File: src/rtl/mig_rw_scheduler_if.sv
// Command-port handshake bundle between the AXIS adapters, the MIG UI and the
// read/write scheduler. The scheduler uses the master view; the environment uses slave.
interface mig_rw_scheduler_if #(
    parameter int MAX_OUTSTANDING = 8
);
    localparam int OW = $clog2(MAX_OUTSTANDING + 1);

    logic          init_calib_complete;
    logic          app_rdy;
    logic          app_wdf_rdy;
    logic          app_rd_data_valid;
    logic          wr_req_valid;
    logic          rd_req_valid;
    logic          rd_fifo_af;
    logic          grant_wr;
    logic          grant_rd;
    logic [OW-1:0] rd_outstanding;
    logic          err_underflow;
    logic [31:0]   perf_rd_cmds;
    logic [31:0]   perf_wr_cmds;
    logic [31:0]   perf_turns;

    modport master (
        input  init_calib_complete,
        input  app_rdy,
        input  app_wdf_rdy,
        input  app_rd_data_valid,
        input  wr_req_valid,
        input  rd_req_valid,
        input  rd_fifo_af,
        output grant_wr,
        output grant_rd,
        output rd_outstanding,
        output err_underflow,
        output perf_rd_cmds,
        output perf_wr_cmds,
        output perf_turns
    );

    modport slave (
        output init_calib_complete,
        output app_rdy,
        output app_wdf_rdy,
        output app_rd_data_valid,
        output wr_req_valid,
        output rd_req_valid,
        output rd_fifo_af,
        input  grant_wr,
        input  grant_rd,
        input  rd_outstanding,
        input  err_underflow,
        input  perf_rd_cmds,
        input  perf_wr_cmds,
        input  perf_turns
    );
endinterface

File: src/rtl/mig_rw_scheduler.sv
// Read/write sequencer for the single MIG UI command port: bounded bursts, read credits,
// FIFO almost-full guard and turnaround bubble. Define MIG_RW_SCHED_PERF_EN for perf counters.
module mig_rw_scheduler #(
    parameter int RD_BURST_MAX    = 16,
    parameter int WR_BURST_MAX    = 16,
    parameter int MAX_OUTSTANDING = 8,
    parameter int TURN_CYCLES     = 2
) (
    input  logic               clk_in,
    input  logic               rst_in,
    mig_rw_scheduler_if.master bus
);

    localparam logic [1:0] ST_CALIB = 2'd0;
    localparam logic [1:0] ST_RD    = 2'd1;
    localparam logic [1:0] ST_WR    = 2'd2;
    localparam logic [1:0] ST_TURN  = 2'd3;

    localparam int OW        = $clog2(MAX_OUTSTANDING + 1);
    localparam int RBW       = $clog2(RD_BURST_MAX + 1);
    localparam int WBW       = $clog2(WR_BURST_MAX + 1);
    localparam int TW        = (TURN_CYCLES > 1) ? $clog2(TURN_CYCLES) : 1;
    localparam int TURN_LAST = (TURN_CYCLES > 0) ? TURN_CYCLES - 1 : 0;

    localparam logic [OW-1:0]  OUT_MAX  = OW'(MAX_OUTSTANDING);
    localparam logic [RBW-1:0] RD_MAX   = RBW'(RD_BURST_MAX);
    localparam logic [WBW-1:0] WR_MAX   = WBW'(WR_BURST_MAX);
    localparam logic [TW-1:0]  TURN_END = TW'(TURN_LAST);

    logic [1:0]     state_q, state_d;
    logic [1:0]     target_q, target_d;
    logic [TW-1:0]  turn_cnt_q, turn_cnt_d;
    logic [RBW-1:0] rd_burst_q, rd_burst_d;
    logic [WBW-1:0] wr_burst_q, wr_burst_d;
    logic [OW-1:0]  rd_outstanding_q, rd_outstanding_d;
    logic           err_underflow_q, err_underflow_d;

    logic           rd_ok;
    logic           grant_rd;
    logic           grant_wr;
    logic           rd_fire;
    logic           wr_fire;
    logic [RBW-1:0] rd_burst_inc;
    logic [WBW-1:0] wr_burst_inc;
    logic           rd_burst_done;
    logic           wr_burst_done;

    always_comb begin
        rd_ok    = bus.rd_req_valid && (rd_outstanding_q < OUT_MAX) && !bus.rd_fifo_af;
        grant_rd = (state_q == ST_RD) && rd_ok;
        grant_wr = (state_q == ST_WR);
        rd_fire  = grant_rd && bus.app_rdy;
        wr_fire  = grant_wr && bus.wr_req_valid && bus.app_rdy && bus.app_wdf_rdy;

        // Burst limits look at the count including this cycle's fire, so the
        // phase ends on exactly the last permitted command.
        rd_burst_inc  = rd_burst_q + RBW'(rd_fire);
        wr_burst_inc  = wr_burst_q + WBW'(wr_fire);
        rd_burst_done = (rd_burst_inc == RD_MAX);
        wr_burst_done = (wr_burst_inc == WR_MAX);
    end

    always_comb begin
        state_d    = state_q;
        target_d   = target_q;
        turn_cnt_d = turn_cnt_q;
        rd_burst_d = rd_burst_q;
        wr_burst_d = wr_burst_q;

        case (state_q)
            ST_CALIB: begin
                if (bus.init_calib_complete) begin
                    state_d    = ST_RD;
                    rd_burst_d = '0;
                end
            end

            ST_RD: begin
                rd_burst_d = rd_burst_inc;
                if (bus.wr_req_valid && (rd_burst_done || !rd_ok)) begin
                    rd_burst_d = '0;
                    wr_burst_d = '0;
                    if (TURN_CYCLES > 0) begin
                        state_d    = ST_TURN;
                        target_d   = ST_WR;
                        turn_cnt_d = '0;
                    end else begin
                        state_d = ST_WR;
                    end
                end else if (rd_burst_done) begin
                    rd_burst_d = '0;
                end
            end

            ST_WR: begin
                wr_burst_d = wr_burst_inc;
                if (rd_ok && (wr_burst_done || !bus.wr_req_valid)) begin
                    wr_burst_d = '0;
                    rd_burst_d = '0;
                    if (TURN_CYCLES > 0) begin
                        state_d    = ST_TURN;
                        target_d   = ST_RD;
                        turn_cnt_d = '0;
                    end else begin
                        state_d = ST_RD;
                    end
                end else if (wr_burst_done) begin
                    wr_burst_d = '0;
                end
            end

            ST_TURN: begin
                if (turn_cnt_q == TURN_END) begin
                    state_d    = target_q;
                    turn_cnt_d = '0;
                end else begin
                    turn_cnt_d = turn_cnt_q + 1'b1;
                end
            end

            default: begin
                state_d = ST_CALIB;
            end
        endcase
    end

    // A data beat with nothing in flight means the MIG and our view disagree;
    // hold at zero and latch the error rather than wrapping.
    always_comb begin
        rd_outstanding_d = rd_outstanding_q;
        err_underflow_d  = err_underflow_q;
        case ({rd_fire, bus.app_rd_data_valid})
            2'b10: rd_outstanding_d = rd_outstanding_q + 1'b1;
            2'b01: begin
                if (rd_outstanding_q == '0) begin
                    err_underflow_d = 1'b1;
                end else begin
                    rd_outstanding_d = rd_outstanding_q - 1'b1;
                end
            end
            default: begin
                rd_outstanding_d = rd_outstanding_q;
            end
        endcase
    end

    always_ff @(posedge clk_in or negedge rst_in) begin
        if (!rst_in) begin
            state_q          <= ST_CALIB;
            target_q         <= ST_RD;
            turn_cnt_q       <= '0;
            rd_burst_q       <= '0;
            wr_burst_q       <= '0;
            rd_outstanding_q <= '0;
            err_underflow_q  <= 1'b0;
        end else begin
            state_q          <= state_d;
            target_q         <= target_d;
            turn_cnt_q       <= turn_cnt_d;
            rd_burst_q       <= rd_burst_d;
            wr_burst_q       <= wr_burst_d;
            rd_outstanding_q <= rd_outstanding_d;
            err_underflow_q  <= err_underflow_d;
        end
    end

    assign bus.grant_rd       = grant_rd;
    assign bus.grant_wr       = grant_wr;
    assign bus.rd_outstanding = rd_outstanding_q;
    assign bus.err_underflow  = err_underflow_q;

`ifdef MIG_RW_SCHED_PERF_EN
    logic [31:0] perf_rd_q, perf_rd_d;
    logic [31:0] perf_wr_q, perf_wr_d;
    logic [31:0] perf_turns_q, perf_turns_d;
    logic        dir_change;

    // A direction change is either entry into the bubble or, with no bubble,
    // a direct hop between the two data phases.
    always_comb begin
        dir_change = ((state_q != ST_TURN) && (state_d == ST_TURN)) ||
                     ((state_q == ST_RD) && (state_d == ST_WR)) ||
                     ((state_q == ST_WR) && (state_d == ST_RD));

        perf_rd_d    = perf_rd_q;
        perf_wr_d    = perf_wr_q;
        perf_turns_d = perf_turns_q;
        if (rd_fire && (perf_rd_q != 32'hFFFF_FFFF)) begin
            perf_rd_d = perf_rd_q + 32'd1;
        end
        if (wr_fire && (perf_wr_q != 32'hFFFF_FFFF)) begin
            perf_wr_d = perf_wr_q + 32'd1;
        end
        if (dir_change && (perf_turns_q != 32'hFFFF_FFFF)) begin
            perf_turns_d = perf_turns_q + 32'd1;
        end
    end

    always_ff @(posedge clk_in or negedge rst_in) begin
        if (!rst_in) begin
            perf_rd_q    <= '0;
            perf_wr_q    <= '0;
            perf_turns_q <= '0;
        end else begin
            perf_rd_q    <= perf_rd_d;
            perf_wr_q    <= perf_wr_d;
            perf_turns_q <= perf_turns_d;
        end
    end

    assign bus.perf_rd_cmds = perf_rd_q;
    assign bus.perf_wr_cmds = perf_wr_q;
    assign bus.perf_turns   = perf_turns_q;
`else
    assign bus.perf_rd_cmds = '0;
    assign bus.perf_wr_cmds = '0;
    assign bus.perf_turns   = '0;
`endif

endmodule
File: src/flat_wrapper.sv
// flat-port wrapper written by rule: the top's interface ports become plain ports
module mig_rw_scheduler_flat 
#(
    parameter int RD_BURST_MAX    = 16,
    parameter int WR_BURST_MAX    = 16,
    parameter int MAX_OUTSTANDING = 8,
    parameter int TURN_CYCLES     = 2
)
  (clk_in, rst_in, bus_init_calib_complete, bus_app_rdy, bus_app_wdf_rdy, bus_app_rd_data_valid, bus_wr_req_valid, bus_rd_req_valid, bus_rd_fifo_af, bus_grant_wr, bus_grant_rd, bus_rd_outstanding, bus_err_underflow, bus_perf_rd_cmds, bus_perf_wr_cmds, bus_perf_turns);
  mig_rw_scheduler_if #(.MAX_OUTSTANDING(MAX_OUTSTANDING)) bus_i ();
  input  logic clk_in;
  input  logic rst_in;
  input wire logic [$bits(bus_i.init_calib_complete)-1:0] bus_init_calib_complete;
  input wire logic [$bits(bus_i.app_rdy)-1:0] bus_app_rdy;
  input wire logic [$bits(bus_i.app_wdf_rdy)-1:0] bus_app_wdf_rdy;
  input wire logic [$bits(bus_i.app_rd_data_valid)-1:0] bus_app_rd_data_valid;
  input wire logic [$bits(bus_i.wr_req_valid)-1:0] bus_wr_req_valid;
  input wire logic [$bits(bus_i.rd_req_valid)-1:0] bus_rd_req_valid;
  input wire logic [$bits(bus_i.rd_fifo_af)-1:0] bus_rd_fifo_af;
  output wire logic [$bits(bus_i.grant_wr)-1:0] bus_grant_wr;
  output wire logic [$bits(bus_i.grant_rd)-1:0] bus_grant_rd;
  output wire logic [$bits(bus_i.rd_outstanding)-1:0] bus_rd_outstanding;
  output wire logic [$bits(bus_i.err_underflow)-1:0] bus_err_underflow;
  output wire logic [$bits(bus_i.perf_rd_cmds)-1:0] bus_perf_rd_cmds;
  output wire logic [$bits(bus_i.perf_wr_cmds)-1:0] bus_perf_wr_cmds;
  output wire logic [$bits(bus_i.perf_turns)-1:0] bus_perf_turns;
  assign bus_i.init_calib_complete = bus_init_calib_complete;
  assign bus_i.app_rdy = bus_app_rdy;
  assign bus_i.app_wdf_rdy = bus_app_wdf_rdy;
  assign bus_i.app_rd_data_valid = bus_app_rd_data_valid;
  assign bus_i.wr_req_valid = bus_wr_req_valid;
  assign bus_i.rd_req_valid = bus_rd_req_valid;
  assign bus_i.rd_fifo_af = bus_rd_fifo_af;
  assign bus_grant_wr = bus_i.grant_wr;
  assign bus_grant_rd = bus_i.grant_rd;
  assign bus_rd_outstanding = bus_i.rd_outstanding;
  assign bus_err_underflow = bus_i.err_underflow;
  assign bus_perf_rd_cmds = bus_i.perf_rd_cmds;
  assign bus_perf_wr_cmds = bus_i.perf_wr_cmds;
  assign bus_perf_turns = bus_i.perf_turns;
  mig_rw_scheduler #(.RD_BURST_MAX(RD_BURST_MAX), .WR_BURST_MAX(WR_BURST_MAX), .MAX_OUTSTANDING(MAX_OUTSTANDING), .TURN_CYCLES(TURN_CYCLES)) u_core (.clk_in(clk_in), .rst_in(rst_in), .bus(bus_i));
endmodule
File: config.mk
export PLATFORM = sky130hd
export DESIGN_NAME = mig_rw_scheduler_flat
export DESIGN_NICKNAME = d
export VERILOG_FILES = /design/src/rtl/mig_rw_scheduler_if.sv /design/src/rtl/mig_rw_scheduler.sv /design/src/flat_wrapper.sv
export SDC_FILE = /design/constraint.sdc
export NUM_CORES = 1
export LEC_CHECK = 0
export BUFFER_PORTS_ARGS = -buffer_cell sky130_fd_sc_hd__buf_2
export CORE_ASPECT_RATIO = 1.1
export CORE_MARGIN = 8
export CORE_UTILIZATION = 49
export DETAILED_ROUTE_END_ITERATION = 10
export PLACE_DENSITY_LB_ADDON = 0.2
export SETUP_SLACK_MARGIN = 0.05
export SLEW_MARGIN = 30
export SYNTH_ARGS = -nofsm -noshare
export SYNTH_HDL_FRONTEND = slang
export SYNTH_SLANG_ARGS = --single-unit
export TNS_END_PERCENT = 10
File: constraint.sdc
create_clock -name clk_in -period 5.66 [get_ports clk_in]
set_input_delay 1.415 -clock clk_in [delete_from_list [all_inputs] [get_ports clk_in]]
set_output_delay 1.415 -clock clk_in [all_outputs]
set_load 0.02 [all_outputs]
==> results.toml, run 1 <==
[drt]
num_vias = 1255
dr_wl_met2_mm = 1.678
firstDrtPassIters = 4
ant_nets = 0
drc = 0
met1_length_mm = 1.435
avgViaCountPerCell = 4.183
met3_length_microns = 393
routed_wl_mm = 3.534
detail_route.wl_per_cell_microns = 11.78
drt-initial-drc-count = 63
top_layer_used = "met4"

[clocking]
cts_setup_buffers = 0
cts.htree.levels = 1
clkSinkCount = 20
clk_path_buf_depth = 2
cts_tree = "built"
ctsHoldBuffers = 0
root_buffer = "clkbuf_8"
post_cts_resized = 0
clkLatencyLatePin_ns = 0.26
path_clk_slew_ns = 0.07
cts_buffers = 3

[placement]
place_congestion = 0.7762
port_buffers = 15
pre_cts_slack_ns = 1.757
hpwl_mm = 2.967

[worst_setup_path]
cp_num_buf_inv = 2
critical_path_peak_fanout = 4
cp_slowest_stage_delay_ns = 0.39
critPathKind = "in -> reg"
cp_top_family = "simple AND/OR/NAND/NOR gates"
crit_slowest_cell = "nor4b_2"
critPathRequiredTime_ns = 5.81
crit_path_start_kind = "input port"
critPathCaptureType = "flip-flop"
path_cells = "buf_2, nor3b_2, nand3_1, inv_1, ha_1, ha_1, nand3_1, xnor2_1, a41oi_1, nor4b_2, mux2_2"
cp_data_arrival_time_ns = 3.76

[power_and_ir_drop]
pwr-share-comb = 0.555
power.share.clock = 0.150
swShare = 0.4747
ir_drop_mv = 0.2641
seqPwrFrac = 0.295
intPower_mw = 0.3872
switchingPower_mw = 0.3499
finalPower_mw = 0.7370
p_leak_nw = 1.036
power_density_nw_per_um2 = 396.7

[yosys]
ys_ff_latch = 20
synth.top_cells.by_count = "96 x buf_4, 19 x dfrtp_1, 13 x nand2_1"
syn_avg_cell_area_sq_um = 8.813
yosysTopAreaCell = "buf_4"
synth_edf_count = 0
netlist_instances = 230
synthTopCellsByArea = "buf_4 36%, dfrtp_1 23%, ha_1 6.8%"
synth_top_area_share = 0.3556
yosysUniqueCellTypes = 43
yosysSeqAreaShare = 0.2475
synth_ff_type = "dfrtp_1"
yosysMostFrequentCell = "buf_4"
async_flop_share = 1.000
synth_area_sq_um = 2027
yosysWarnings = 0

[cells_and_area]
fillers = 414
syn_to_final_growth_pct = -8.333
drive_gt1_frac = 0.1250
antenna_cells = 0
nets = 270

[floorplanning]
core-area_sq_um = 3964
ios = 112
die-area_sq_um = 6453
start_util = 0.5114
die_x_microns = 77.33
num_rows = 24
die_h_microns = 83.46

[sta]
timing.final.crit_period_ns = 3.609
slew_viol_final = 0
rsz0062_at_grt = "no"
hold_violations = 0
finalCritPeriodShare = 0.6377
worst_slack_ns = 2.051
fin_worst_skew_ns = 0.003958
relSlewSlack = 0.5357
finalSetupViolCount = 0
hold_slack_ns = 0.4543
clock.fmax_mhz = 277.1
fin_setup_tns_ns = 0
worstMarginPinSlew_ns = 0.6957

[global_route]
antenna_found_initial = 0
overflow = 0
grt_start_max_net_pins = 21
grt_use_total = 0.1072
grt_pass1_vias = 1278
grt_pass1_wl_mm = 5.934

[outcome]
status = "completed"

[run]
cap_violations = 0

[hold_path]
hold_path.class = "reg -> reg"
[per-layer routing]
layer  global-route usage  up-vias
li1                     -      610
met1               0.1145      578
met2               0.1771       63
met3              0.06466        4
met4              0.02062        0
met5                    0        -
[registers in the layout, summed over array words and instances (netlist names)]
| register | flops |
|---|---|
| u_core.bus.err_underflow | 1 |
| u_core.bus.rd_outstanding | 4 |
| u_core.rd_burst_q | 5 |
| u_core.state_q | 2 |
| u_core.target_q | 2 |
| u_core.turn_cnt_q | 1 |
| u_core.wr_burst_q | 5 |
[cell usage in the layout, fill, tap and decap left out, types with 4 or more instances in the layout]
| cell | n |
|---|---|
| nand2_1 | 13 |
| xnor2_1 | 4 |
| nor2_1 | 9 |
| a21oi_1 | 6 |
| buf_2 | 15 |
| ha_1 | 11 |
| conb_1 | 96 |
| xor2_1 | 5 |
| dfrtp_1 | 19 |
| inv_1 | 11 |
| o21ai_0 | 6 |
| nand3_1 | 8 |
| clkbuf_8 | 4 |
[layout make-up]
cell class	count	area (sq um)	area share
Tap cell	52	65.06	0.03502
Clock buffer	4	55.05	0.02963
Sequential cell	20	501.7	0.2700
Timing Repair Buffer	15	75.07	0.04040
Inverter	11	41.29	0.02222
Multi-Input combinational cell	198	1120	0.6027
[metrics by stage]
step | area, sq um | utilization | cells
after global routing | 1858 | 0.4688 | 300
after floorplan | 2384 | - | 325
after global placement | 1803 | 0.4549 | 296
after detailed placement | 1803 | 0.4549 | 296
after CTS | 1858 | 0.4688 | 300
final | 1858 | 0.4688 | 300
[logic make-up (layout without fill, tap and decap cells)]
group / Yosys count / count (layout) / share of synthesized area
buffers and inverters: 107 / 30 / 0.3759
AND/OR/NAND/NOR: 46 / 46 / 0.1247
AO/OA/AOI/OAI: 32 / 32 / 0.1173
flip-flops: 20 / 20 / 0.2475
adder cells (fa/ha/maj): 12 / 12 / 0.07778
XOR/XNOR: 9 / 9 / 0.03889
multiplexers: 3 / 3 / 0.01605
other: 1 / 96 / 0.001850
[power by group through the flow]
stage / clock [mW] / sequential (mW) / combinational, mW
after floorplan: 0 / 0.236 / 0.357
after global placement: 0 / 0.220 / 0.408
final: 0.111 / 0.217 / 0.409
after global routing: 0.123 / 0.223 / 0.462
after CTS: 0.116 / 0.218 / 0.410
after detailed placement: 0 / 0.220 / 0.409
[path summary, 6_finish.rpt]
check	startpoint	endpoint	slack (ns)	cells after the start
worst max-delay path	bus_rd_fifo_af	u_core.state_q[1]	2.05	11
min in group asynchronous	rst_in	u_core.rd_burst_q[0]	1.09	1
worst min register to register	u_core.bus.err_underflow	u_core.bus.err_underflow	0.45	1
worst min-delay path	u_core.bus.err_underflow	u_core.bus.err_underflow	0.45	1
worst max register to register	u_core.state_q[0]	u_core.rd_burst_q[2]	2.44	12
max in group asynchronous	rst_in	u_core.target_q[0]	4.22	1
(Power assumes the default switching activity.)
==> inputs of run 2 (changes only) <==
CORE_UTILIZATION = 45   (was 49)
clock period = 3.5 ns   (was 5.66 ns; I/O delays follow)
==> results.toml, run 2 (same netlist as run 1, synthesis figures left out) <==
[outcome]
status = "completed"

[worst_setup_path]
critPathRequiredTime_ns = 3.66
crit_path_start_kind = "input port"
cp_top_family = "simple AND/OR/NAND/NOR gates"
cp_data_arrival_time_ns = 3.30
critical_path_peak_fanout = 4
critPathCaptureType = "flip-flop"
r2r_start = "u_core.state_q[1]"
critPathKind = "in -> reg"
crit_start = "bus_rd_fifo_af"
crit_slowest_cell = "nor4b_2"
cp_slowest_stage_delay_ns = 0.42
cp_num_buf_inv = 2
path_cells = "buf_2, nor3b_2, nand3_1, inv_1, ha_1, ha_1, nand3_1, xnor2_1, a41oi_1, nor4b_2, mux2_2"

[drt]
ant_nets = 0
routed_wl_mm = 3.638
detail_route.wl_per_cell_microns = 11.89
drc = 0
num_vias = 1262
avgViaCountPerCell = 4.124
drt-initial-drc-count = 87
firstDrtPassIters = 4

[floorplanning]
start_util = 0.4696
num_rows = 25
ios = 112
die-area_sq_um = 6910
die_x_microns = 79.99
die_h_microns = 86.39
core-area_sq_um = 4317

[clocking]
clkLatencyLatePin_ns = 0.26
cts_buffers = 3
cts_tree = "built"
ctsHoldBuffers = 0
clk_path_buf_depth = 2
post_cts_resized = 0
cts.htree.levels = 1
clkSinkCount = 20
root_buffer = "clkbuf_8"
path_clk_slew_ns = 0.08
cts_setup_buffers = 0

[sta]
finalSetupViolCount = 0
rsz0062_at_grt = "no"
finalCritPeriodShare = 0.8985
hold_violations = 0
timing.final.crit_period_ns = 3.145
clock.fmax_mhz = 318.0
worstMarginPinSlew_ns = 0.6483
relSlewSlack = 0.5673
fin_worst_skew_ns = 0.002948
fin_setup_tns_ns = 0
slew_viol_final = 0

[cells_and_area]
layout_commonest_cell = "conb_1"
fillers = 472
finalInstanceArea_sq_um = 1891
fin_cells = 306
nets = 274
final_cell_mix = "96 x conb_1, 19 x dfrtp_1, 15 x buf_2"
drive_gt1_frac = 0.1389
syn_to_final_growth_pct = -6.729
antenna_cells = 0

[global_route]
antenna_found_initial = 0
grt_pass1_vias = 1264
overflow = 0
grt_use_total = 0.09635
grt_pass1_wl_mm = 5.499
grt_start_max_net_pins = 21

[power_and_ir_drop]
power_density_nw_per_um2 = 647.7
ir_drop_mv = 0.3138
finalPower_mw = 1.224
p_leak_nw = 1.054

[placement]
place_inst = 302
placed_cell_area_sq_um = 1836
hpwl_mm = 3.112
place_congestion = 0.7792
port_buffers = 15

[hold_path]
hp-start = "u_core.bus.err_underflow"
hold_path.class = "reg -> reg"

[run]
cap_violations = 0
==> run 2: per-layer routing <==
| metal | wire (microns) | global-route usage | vias up | share of wire |
|---|---|---|---|---|
| met4 | 31 | 0.02980 | 0 | 0.0085 |
| met5 | 0 | 0 | - | 0 |
| met1 | 1445 | 0.1079 | 571 | 0.40 |
| li1 | - | - | 619 | - |
| met3 | 440 | 0.01760 | 4 | 0.12 |
| met2 | 1720 | 0.1766 | 68 | 0.47 |
==> run 2: power breakdown <==
part           total [mW]  internal, mW  switching [mW]
clock               0.181         0.100          0.0810
sequential          0.351         0.297          0.0536
combinational       0.692         0.250           0.443
==> run 2: worst reg2reg max path, cell delays in order (launching register included) <==
cell and delay [ns]:
dfrtp_1 0.41, inv_1 0.10, ha_1 0.28, nand3_1 0.17, inv_1 0.06, ha_1 0.21
ha_1 0.25, xor2_1 0.15, nor3_1 0.28, a41oi_1 0.31, nor4b_2 0.42, mux2_2 0.37
==> run 2: metrics by stage <==
step                      hold WS (ns)  setup WS, ns  utilization
after detailed placement        0.4437       0.07224       0.4252
after CTS                       0.4642        0.3500       0.4380
after global routing            0.5030        0.1491       0.4380
after floorplan                 0.4563        0.4320            -
final                           0.4591        0.3551       0.4380
after global placement          0.4435        0.1843       0.4252
==> run 2: final timing paths <==
path | cells after the start | endpoint | slack (ns)
max | 11 | u_core.state_q[1] | 0.36
min | 1 | u_core.bus.err_underflow | 0.46
max reg2reg | 11 | u_core.state_q[1] | 0.39
min reg2reg | 1 | u_core.bus.err_underflow | 0.46
max in group asynchronous | 1 | u_core.target_q[0] | 2.61
min in group asynchronous | 1 | u_core.state_q[0] | 0.55
==> run 2: cell type report <==
type | instances | area (sq um) | area share
Tap cell | 54 | 67.56 | 0.03574
Timing Repair Buffer | 19 | 105.1 | 0.05559
Clock buffer | 4 | 55.05 | 0.02912
Inverter | 11 | 41.29 | 0.02184
Sequential cell | 20 | 501.7 | 0.2654
Multi-Input combinational cell | 198 | 1120 | 0.5923
==> inputs of run 3 (changes only) <==
CORE_UTILIZATION = 46   (was 45)
CTS_BUF_LIST = sky130_fd_sc_hd__clkbuf_2 sky130_fd_sc_hd__clkbuf_4 sky130_fd_sc_hd__clkbuf_8   (was unset)
==> results.toml, run 3 (same netlist as run 1, synthesis figures left out) <==
[floorplanning]
die-area_sq_um = 6789
num_rows = 25
ios = 112
die_x_microns = 79.29
core-area_sq_um = 4254
start_util = 0.4765
die_h_microns = 85.62

[cells_and_area]
antenna_cells = 0
drive_gt1_frac = 0.1423
syn_to_final_growth_pct = -6.667
nets = 275
layout_commonest_cell = "conb_1"
fin_util = 0.4447
final_cell_mix = "96 x conb_1, 19 x dfrtp_1, 15 x buf_2"

[drt]
routed_wl_mm = 3.666
num_vias = 1253
drc = 0
avgViaCountPerCell = 4.081
drt-initial-drc-count = 24
detail_route.wl_per_cell_microns = 11.94
ant_nets = 0
firstDrtPassIters = 4

[placement]
port_buffers = 15
pre_cts_slack_ns = 0.08934
place_congestion = 0.8127
hpwl_mm = 3.174

[clocking]
cts_buffers = 3
path_clk_slew_ns = 0.07
post_cts_resized = 0
clkSinkCount = 20
cts.htree.levels = 1
cts_tree = "built"
root_buffer = "clkbuf_8"
clk_path_buf_depth = 2
clkLatencyLatePin_ns = 0.25
cts_setup_buffers = 0
ctsHoldBuffers = 0

[global_route]
overflow = 0
grt_use_total = 0.1034
grt_pass1_vias = 1228
grt_pass1_wl_mm = 5.796
grt_start_max_net_pins = 21
antenna_found_initial = 0

[sta]
finalSetupViolCount = 0
rsz0062_at_grt = "no"
worstMarginPinSlew_ns = 0.6676
hold_slack_ns = 0.4556
fin_worst_skew_ns = 0.004919
relSlewSlack = 0.5545
finalCritPeriodShare = 0.8984
slew_viol_final = 0
timing.final.crit_period_ns = 3.145
clock.fmax_mhz = 318.0
fin_setup_tns_ns = 0
worst_slack_ns = 0.3554
hold_violations = 0

[power_and_ir_drop]
ir_drop_mv = 0.3799
power_density_nw_per_um2 = 643.5
finalPower_mw = 1.217
p_leak_nw = 1.056

[hold_path]
hold_path.class = "reg -> reg"

[worst_setup_path]
critPathRequiredTime_ns = 3.65
critPathCaptureType = "flip-flop"
cp_data_arrival_time_ns = 3.29
critPathKind = "in -> reg"
crit_path_start_kind = "input port"
critical_path_peak_fanout = 4

[run]
cap_violations = 0

[outcome]
status = "completed"
[run 3: cell types whose count changed in the layout (fill, tap and decap cells not counted), sizes merged]
cell  change
buf       +1
[run 3: metrics by stage]
stage / instance area (sq um) / instances
after floorplan: 2384 / 325
after global placement: 1843 / 303
after detailed placement: 1843 / 303
after CTS: 1892 / 307
after global routing: 1892 / 307
final: 1892 / 307
[run 3: worst max-delay path, stage by stage]
cell and delay [ns]:
buf_2 0.10, nor3b_2 0.23, nand3_1 0.16, inv_1 0.09, ha_1 0.17, ha_1 0.23, nand3_1 0.15, xnor2_1 0.22
a41oi_1 0.27, nor4b_2 0.42, mux2_2 0.37
[run 3: worst paths after layout]
check | startpoint | endpoint | slack (ns) | cells after the start
worst min register to register | u_core.bus.err_underflow | u_core.bus.err_underflow | 0.46 | 1
max in group asynchronous | rst_in | u_core.target_q[0] | 2.59 | 1
worst max register to register | u_core.state_q[1] | u_core.state_q[1] | 0.49 | 11
min in group asynchronous | rst_in | u_core.bus.rd_outstanding[2] | 0.56 | 1
worst max-delay path | bus_rd_fifo_af | u_core.state_q[1] | 0.36 | 11
worst min-delay path | u_core.bus.err_underflow | u_core.bus.err_underflow | 0.46 | 1
[run 3: cell type report]
cell class / instances / area, sq um
multi-input cells: 198 / 1120
fillers: 461 / 2362
well taps: 54 / 67.56
inverters: 11 / 41.29
clock buffers: 4 / 48.80
flip-flops and latches: 20 / 501.7
repair buffers: 20 / 112.6
[run 3: power by group]
group / total [mW] / switching, mW / internal (mW) / leakage [nW]
sequential: 0.353 / 0.0557 / 0.297 / 0.255
clock: 0.162 / 0.0734 / 0.0886 / 0.0262
combinational: 0.702 / 0.447 / 0.255 / 0.776
total: 1.22 / 0.576 / 0.641 / 1.06
[run 3: per-layer routing]
layer / GRT usage / wire length (microns) / vias to the layer above
li1: - / - / 624
met1: 0.1163 / 1455 / 562
met2: 0.1810 / 1760 / 65
met3: 0.03766 / 428 / 2
met4: 0.02024 / 22 / 0
met5: 0 / 0 / -
